[src/rtl/draw_cmd_pkg.sv]
// Shared definitions for draw commands, used by the command FIFO and the draw unit.
// A command is CMD_WORDS 16-bit words, and word k sits in bits [16k+15:16k].
package draw_cmd_pkg;

  localparam int WORD_W        = 16;
  localparam int CMD_WORDS_DEF = 4;
  localparam int CMD_W         = WORD_W * CMD_WORDS_DEF;

  typedef logic [WORD_W-1:0] word_t;

  // Word index of each field inside a command.
  typedef enum int unsigned {
    F_OPCODE = 0,
    F_X0     = 1,
    F_Y0     = 2,
    F_X1     = 3
  } cmd_field_e;

  function automatic int field_lsb(cmd_field_e f);
    return int'(f) * WORD_W;
  endfunction

endpackage

[src/rtl/cmd_fifo_core.sv]
// Generic synchronous first-word-fall-through FIFO with push, pop, level and flush.
// A push is ignored when the FIFO is full, and a pop is ignored when it is empty.
module cmd_fifo_core #(
  parameter int WIDTH = 64,
  parameter int DEPTH = 16,
  parameter int PTR_W = $clog2(DEPTH)
) (
  input  logic             clk,
  input  logic             reset,
  input  logic             i_push,
  input  logic [WIDTH-1:0] i_push_data,
  input  logic             i_pop,
  input  logic             i_flush,
  output logic             o_valid,
  output logic [WIDTH-1:0] o_data,
  output logic [PTR_W:0]   o_level
);

  localparam logic [PTR_W:0] FULL_LEVEL = (PTR_W+1)'(DEPTH);

  logic [WIDTH-1:0] r_mem [DEPTH];
  logic [PTR_W-1:0] r_wr_ptr;
  logic [PTR_W-1:0] r_rd_ptr;
  logic [PTR_W:0]   r_level;
  logic             w_push;
  logic             w_pop;

  assign w_push = i_push && (r_level != FULL_LEVEL);
  assign w_pop  = i_pop && (r_level != '0);

  // NOTE: the storage is reset on purpose so that the head reads as zero after reset; flush leaves it alone.
  always_ff @(posedge clk or posedge reset) begin
    if (reset) begin
      for (int i = 0; i < DEPTH; i++) r_mem[i] <= '0;
      r_wr_ptr <= '0;
      r_rd_ptr <= '0;
      r_level  <= '0;
    end else if (i_flush) begin
      r_wr_ptr <= '0;
      r_rd_ptr <= '0;
      r_level  <= '0;
    end else begin
      if (w_push) begin
        r_mem[r_wr_ptr] <= i_push_data;
        r_wr_ptr        <= r_wr_ptr + 1'b1;
      end
      if (w_pop) r_rd_ptr <= r_rd_ptr + 1'b1;
      case ({w_push, w_pop})
        2'b10:   r_level <= r_level + 1'b1;
        2'b01:   r_level <= r_level - 1'b1;
        default: r_level <= r_level;
      endcase
    end
  end

  assign o_valid = (r_level != '0);
  assign o_data  = r_mem[r_rd_ptr];
  assign o_level = r_level;

endmodule

[src/rtl/draw_cmd_fifo.sv]
// Assembles CPU word writes into draw commands and queues the complete commands for the draw unit.
// The full flag provides backpressure. A word written while the FIFO is full is dropped and sets overflow.
module draw_cmd_fifo
  import draw_cmd_pkg::*;
#(
  parameter int DEPTH     = 16,
  parameter int CMD_WORDS = CMD_WORDS_DEF,
  parameter int PTR_W     = $clog2(DEPTH)
) (
  input  logic                        clk,
  input  logic                        reset,
  input  logic                        we,
  input  logic [WORD_W-1:0]           dataIn,
  input  logic                        flush,
  output logic                        full,
  output logic                        overflow,
  output logic                        cmd_valid,
  output logic [WORD_W*CMD_WORDS-1:0] cmd_data,
  input  logic                        cmd_ready,
  output logic [PTR_W:0]              level
);

  localparam int             IDX_W    = (CMD_WORDS > 1) ? $clog2(CMD_WORDS) : 1;
  localparam logic [IDX_W-1:0] LAST_IDX = IDX_W'(CMD_WORDS - 1);

  word_t                       r_asm [CMD_WORDS];
  logic [IDX_W-1:0]            r_widx;
  logic                        r_overflow;
  logic [WORD_W*CMD_WORDS-1:0] w_cmd;
  logic [PTR_W:0]              w_level;
  logic                        w_full;
  logic                        w_accept;
  logic                        w_drop;
  logic                        w_last;

  assign w_full   = (w_level == (PTR_W+1)'(DEPTH));
  assign w_accept = we && !w_full && !flush;
  assign w_drop   = we && w_full && !flush;
  assign w_last   = (r_widx == LAST_IDX);

  // The final word comes straight from dataIn, so the command is pushed on the same edge that completes it.
  // NOTE: w_cmd gets a default before the loop, so every path assigns it and no latch is inferred.
  always_comb begin
    w_cmd = '0;
    for (int k = 0; k < CMD_WORDS; k++) w_cmd[k*WORD_W +: WORD_W] = r_asm[k];
    w_cmd[(CMD_WORDS-1)*WORD_W +: WORD_W] = dataIn;
  end

  always_ff @(posedge clk or posedge reset) begin
    if (reset) begin
      for (int k = 0; k < CMD_WORDS; k++) r_asm[k] <= '0;
      r_widx     <= '0;
      r_overflow <= 1'b0;
    end else if (flush) begin
      r_widx     <= '0;
      r_overflow <= 1'b0;
    end else begin
      if (w_accept) begin
        r_asm[r_widx] <= dataIn;
        r_widx        <= w_last ? '0 : r_widx + 1'b1;
      end
      if (w_drop) r_overflow <= 1'b1;
    end
  end

  cmd_fifo_core #(
    .WIDTH (WORD_W * CMD_WORDS),
    .DEPTH (DEPTH),
    .PTR_W (PTR_W)
  ) u_core (
    .clk         (clk),
    .reset       (reset),
    .i_push      (w_accept && w_last),
    .i_push_data (w_cmd),
    .i_pop       (cmd_ready),
    .i_flush     (flush),
    .o_valid     (cmd_valid),
    .o_data      (cmd_data),
    .o_level     (w_level)
  );

  assign full     = w_full;
  assign overflow = r_overflow;
  assign level    = w_level;

endmodule

[config.mk]
export PLATFORM = sky130hd
export DESIGN_NAME = draw_cmd_fifo
export DESIGN_NICKNAME = d
export VERILOG_FILES = /design/src/rtl/draw_cmd_pkg.sv /design/src/rtl/cmd_fifo_core.sv /design/src/rtl/draw_cmd_fifo.sv
export SDC_FILE = /design/constraint.sdc
export NUM_CORES = 2
export LEC_CHECK = 0
export ABC_AREA = 1
export CAP_MARGIN = 20
export CORE_MARGIN = 2
export CORE_UTILIZATION = 61
export DETAILED_ROUTE_END_ITERATION = 10
export GPL_TIMING_DRIVEN = 1
export PLACE_DENSITY = 0.77
export SLEW_MARGIN = 25
export SYNTH_ARGS = -nofsm -noshare
export SYNTH_HDL_FRONTEND = slang
export SYNTH_SLANG_ARGS = --single-unit
[constraint.sdc]
create_clock -name clk -period 72.2 [get_ports clk]
set_input_delay 10.83 -clock clk [delete_from_list [all_inputs] [get_ports clk]]
set_output_delay 10.83 -clock clk [all_outputs]
set_load 0.03 [all_outputs]
### After elaboration in Yosys (flattened, before gate mapping)

Cells that the tools add are included.

* bits in latches: 0
* logic and storage cells: 83
* flip-flop bits (word level): 1104
* output and inout port bits: 72
* memories kept: 0
* input bits: 21
* bits in writable memories: 0
* ROM bits: 0

* bitwise logic cells: 4
* multiplexer cells: 20
* divide/modulo/power cells: 0
* shift operators: 0
* equality and inequality tests: 5
* reduce and logical (&&, ||, !) cells: 19
* order comparisons: 5
* $add $sub $neg: 5
* multiply operators: 0

Operators by type and width (number)
* $bwmux W1024: 1
* $bmux W64 S4: 1
* $demux W64 S4: 1
* $mux W64: 3
* $bwmux W64: 1
* $demux W16 S2: 1
* $mux W16: 1
* $mux W4: 4
* $ge A5 B5 Y1 const B: 2
* $not A4 Y5: 2
* $pmux W5 S2: 1
* $logic_and A1 B1 Y1: 9
* $add A4 B1 Y4 const B: 2
* $reduce_bool A2 Y1: 4
* $mux W2: 3
* $add A5 B1 Y5 const B: 1
* $eq A5 B5 Y1 const B: 1
* $lt A5 B1 Y1 const B: 1
* $mux W5: 1
* $ne A5 B5 Y1 const B: 1
* $reduce_bool A5 Y1: 1
* $sub A5 B1 Y5 const B: 1
* $eq A2 B2 Y1 const B: 2
* $reduce_and A2 Y1: 2
* other kinds (9): 11

### Logic depth before layout (Yosys ltp)

* depth in word-level cells: 9
* gate-level depth with buffers: 16
* mapped depth without buffers: 16

### Cells and area by module

A second synthesis with hierarchy kept.

* cell total of the unflattened synthesis: 5744
* area total of the unflattened synthesis: 49675.1 µm²

Modules (own cells, without submodules)
* cmd_fifo_core: seq. area each 25949.9 µm², times used 1, cells each 5509, area an instance 47596.9 µm²
* draw_cmd_fifo: seq. area each 1276.2 µm², times used 1, cells each 235, area an instance 2078.2 µm²

### Worst setup path after synthesis

No wires, ideal clock.

* path type: register -> output
* start point: register u_core.r_rd_ptr[0]
* end point: output cmd_data[0]
* buffers on the path: 4
* data arrival time: 1.774 ns
* data required time: 61.370 ns
* path slack: 59.596 ns
* stages on the path, launching flop included: 10
* cell sequence: dfrtp_1 -> buf_4 -> clkinv_1 -> buf_2 -> buf_2 -> clkbuf_1 -> o21ai_0 -> o21ai_0 -> o221ai_1 -> nand2_1

* cells in the longest elaborated chain, start to end: 4

RTL lines
* start: declaration: line cmd_fifo_core.sv:23 `logic [PTR_W-1:0] r_rd_ptr;`
* start signal: assignment: line cmd_fifo_core.sv:47 `if (w_pop) r_rd_ptr <= r_rd_ptr + 1'b1;`
* $not A4 Y5 (not written as such): line cmd_fifo_core.sv:57 `assign o_data = r_mem[r_rd_ptr];`
* $bmux W64 S4: line cmd_fifo_core.sv:57
* $mux W64 (not written as such) (2 in series): line cmd_fifo_core.sv:57
* end: declaration: line draw_cmd_fifo.sv:18 `output logic [WORD_W*CMD_WORDS-1:0] cmd_data,`

No other way between the ends. The select of a mux whose other input is x is not followed.

### Final worst setup path

* start point: register u_core.r_rd_ptr[0]
* end point: output cmd_data[29]

The elaborated chain is that of the path after synthesis.

==> summary.md <==
| Metric | Value |
|---|---|
| Initial Util | `61.5%` |
| Reg-to-Reg End | `u_core.r_mem[926]` |
| Synth top cells by count | `o21ai_0 (1200), dfrtp_1 (1088), a21oi_1 (787), nand2_1 (682), inv_1 (552)` |
| Vias per cell | `~6.0` |
| GRT Total Usage | `between 30% and 40%` |
| Multi-input logic area | `17800 µm²` |
| Setup slack after layout | `between 50 and 60 ns` |
| Grt total ovfl | `0` |
| # rows | `roughly 100` |
| Clock Power Share | `34.5%` |
| Worst-skew pair later-pin latency | `slightly below 0.7 ns` |
| Total power | `between 1.5 and 2 mW` |
| Largest net degree at the start of global routing | `between 200 and 250` |
| CTS root buffer | `clkbuf_16` |
| CTS tree | `yes` |
| Final Cell Area | `between 50000 and 60000 µm²` |
| Initial antenna violation count | `2` |
| Cell taking the most area after synthesis | `dfrtp_1` |
| Crit share post-route | `22.7%` |
| Routability cong. | `roughly 0.82` |
| Worst r2r path cells | `7` |
| Inserted Diodes | `0` |
| Hold buffers post-CTS | `0` |
| Final setup viols | `0` |
| DRT iter0 DRCs | `approximately 5300` |
| Seq pwr share | `roughly two fifths` |
| Clock transition at the registers of the reported paths | `~0.060 ns` |
| RSZ-0062 raised after global routing | `false` |
| Antenna Nets Post-Route | `0` |
| Post-synth cell types | `29` |
| Pin slew with the least headroom to its limit | `about 1.5 ns` |
| CTS sink count | `1088` |
| H-tree depth | `3` |
| Count leader, synth | `o21ai_0` |
| Number of synthesized register bits | `roughly 1100` |
| CP max FO | `between 100 and 150` |
| Area occupied by registers | `around 27000 µm²` |
| Largest family of logic cells by synthesized area | `compound AO/OA/AOI/OAI gates` |
| Post-route DRC | `0` |
| Net Switching | `around 0.58 mW` |
| Async SR Flop Fraction | `100%` |
| Vias | `between 40000 and 50000` |
| Clock Tree Buf Depth | `3` |
| Hold Path Class | `flop to flop` |
| Synth area leaders | `dfrtp_1 (55%), o21ai_0 (12%), a21oi_1 (8.0%), nand2_1 (5.2%), inv_1 (4.2%)` |
| Crit path launch type | `flop` |
| Post-Route Setup TNS | `0 ns` |
| Tmin final | `around 16 ns` |
| Max Freq | `between 60 and 70 MHz` |
| Skew final | `0.0471 ns` |
| Post-CTS Resized | `0` |
| Final Hold Viols | `0` |
| Worst Hold Endpoint | `u_core.r_mem[373]` |
| Die Wd | `around 290 µm` |
| Routed WL per cell | `just over 20 µm` |
| Detailed Place HPWL | `70000 µm` |
| Dpl ws | `56.72 ns` |
| Arrival @ worst endpoint | `5.54 ns` |
| CP required | `just over 60 ns` |
| Proportion of synthesized area in mux cells | `roughly 2.3%` |
| Sw frac | `about a third` |
| Layout cells sized above 1 | `between 6 and 7%` |
| Die height | `slightly below 300 µm` |
| Die ar. | `about 83000 µm²` |
| Post-synth net total | `approximately 5900` |
| Yosys warns | `0` |
| Synth Flop Type | `dfrtp_1` |
| Post-synth top area share | `55.2%` |
| Hold Crit Start | `u_core.r_mem[373]` |
| Post-Route WL | `roughly 140000 µm` |
| Syn Area/Cell | `around 8.4 µm²` |
| Comb power frac | `around 25%` |
| Final nets | `5639` |
| Post-synthesis xor/xnor area fraction | `less than 1%` |
| R2R Setup Slk | `68.56 ns` |
| Simple-gate area share of the yosys netlist | `11.7%` |
| CTS Buf Count | `110` |
| Area Growth Syn to Fin | `9.49%` |
| Crit end category | `output port` |
| Syn Std Cell Area | `~50000 µm²` |
| First-pass GRT wire length | `218000 µm` |
| Number of global-route vias before repair | `approximately 40000` |
| Post-synthesis adder-cell area fraction | `less than 1%` |
| Cell area power density | `about 31 nW/µm²` |
| Syn Inst Count | `between 5000 and 6000` |
| Max-slew violations | `0` |
| Drt pass-1 iters | `6` |
| Core area | `about 80000 µm²` |
| IO buf count | `92` |
| DP Area | `between 50000 and 60000 µm²` |
| Critical path class | `flop to output port` |
| Worst rel slew slack | `roughly 2.5%` |
| Pleak | `~26 nW` |
| Register area share after synthesis | `55.2%` |
| Critical R2R Launch | `u_core.o_level[2]` |
| Postcts setup bufs | `0` |
| Fill cell count | `between 6000 and 7000` |
| I/O pins | `93` |
| Internal Pwr Total | `between 1 and 1.5 mW` |
| Post-synth EDFFs | `0` |
| Min-Delay Path Depth | `1` |
| Synth Area in Compound Gates | `a little over a fifth` |
| Peak supply drop | `0.0000258 V` |
| Status | `complete, no violations` |
| Max_cap viols | `0` |
==> metal layers <==
layer,GRT usage (%),wire length (µm)
met2,52.0,62700
met3,5.99,13900
met1,47.5,56300
met5,0,35
met4,13.4,5040
==> layout make-up <==
cell class / count / share of cell area [%]
multi-input cells: 3637 / 32.9
clock buffers: 164 / 6.03
inverters: 606 / 4.26
well taps: 1060 / 2.45
flip-flops and latches: 1088 / 50.4
clock inverters: 34 / 0.810
repair buffers: 164 / 3.13
==> how the worst max path moves through the flow <==
stage	from	endpoint	slack [ns]	depth (start not counted)
after floorplan	reset	overflow	30.74	1
after global placement	u_core.r_rd_ptr[0]	cmd_data[25]	56.77	8
after detailed placement	u_core.r_rd_ptr[0]	cmd_data[25]	56.72	8
after CTS	u_core.r_rd_ptr[0]	cmd_data[17]	55.95	8
after global routing	u_core.r_rd_ptr[0]	cmd_data[29]	55.65	8
final	u_core.r_rd_ptr[0]	cmd_data[29]	55.83	8
==> cell families after synthesis <==
kind of cell    after synthesis
buf+inv                    1120
flops                      1088
simple gates               1449
xor+xnor                      3
compound gates             2073
fa+ha+maj                    11
mux                         101
==> power by group through the flow <==
stage	clock, mW	combinational (mW)	sequential (mW)
3_5_place_dp	0	0.408	0.698
4_1_cts	0.585	0.411	0.687
2_1_floorplan	0	0.302	0.660
3_3_place_gp	0	0.403	0.698
5_1_grt	0.609	0.454	0.693
6_report	0.582	0.416	0.689
==> registers in the layout, summed over array words and instances, names as in the netlist <==
register and flops:
overflow 1, u_core.o_level 5, r_asm 48, r_widx 2, u_core.r_mem 1024, u_core.r_wr_ptr 4, u_core.r_rd_ptr 4
==> per-stage QoR <==
step	hold WS, ns	util, %	cells
after floorplan	0.475	-	5845
after global placement	0.482	62.4	6548
after detailed placement	0.490	62.5	6549
after CTS	0.503	67.1	6747
after global routing	0.512	67.3	6753
final	0.499	67.3	6753
==> worst max-delay path, cell delays in order, from the launching register on <==
cell and delay, ns:
dfrtp_4 0.84, inv_8 0.62, buf_4 0.83, buf_4 0.89, o21ai_0 0.19, o21ai_0 0.25
o221ai_1 0.14, nand2_1 0.26, clkdlybuf4s50_1 0.72
==> cell usage in the layout (no fill, tap or decap), types with 4 or more instances in the layout <==
master,n
o21ai_0,1200
dfrtp_1,1084
a21oi_1,787
nand2_1,682
inv_1,549
nor2_1,536
nand3_1,206
clkbuf_16,111
mux2_2,101
clkdlybuf4s50_1,88
o221ai_1,63
clkinv_1,48
buf_4,46
clkbuf_8,28
clkbuf_1,25
o21ai_1,19
clkinv_2,16
buf_6,14
nor2_4,13
ha_1,11
bufinv_16,9
buf_12,6
buf_16,6
clkinvlp_4,5
inv_2,4
buf_2,4
dfrtp_4,4
No activity file was read; power rests on OpenSTA's default activity.
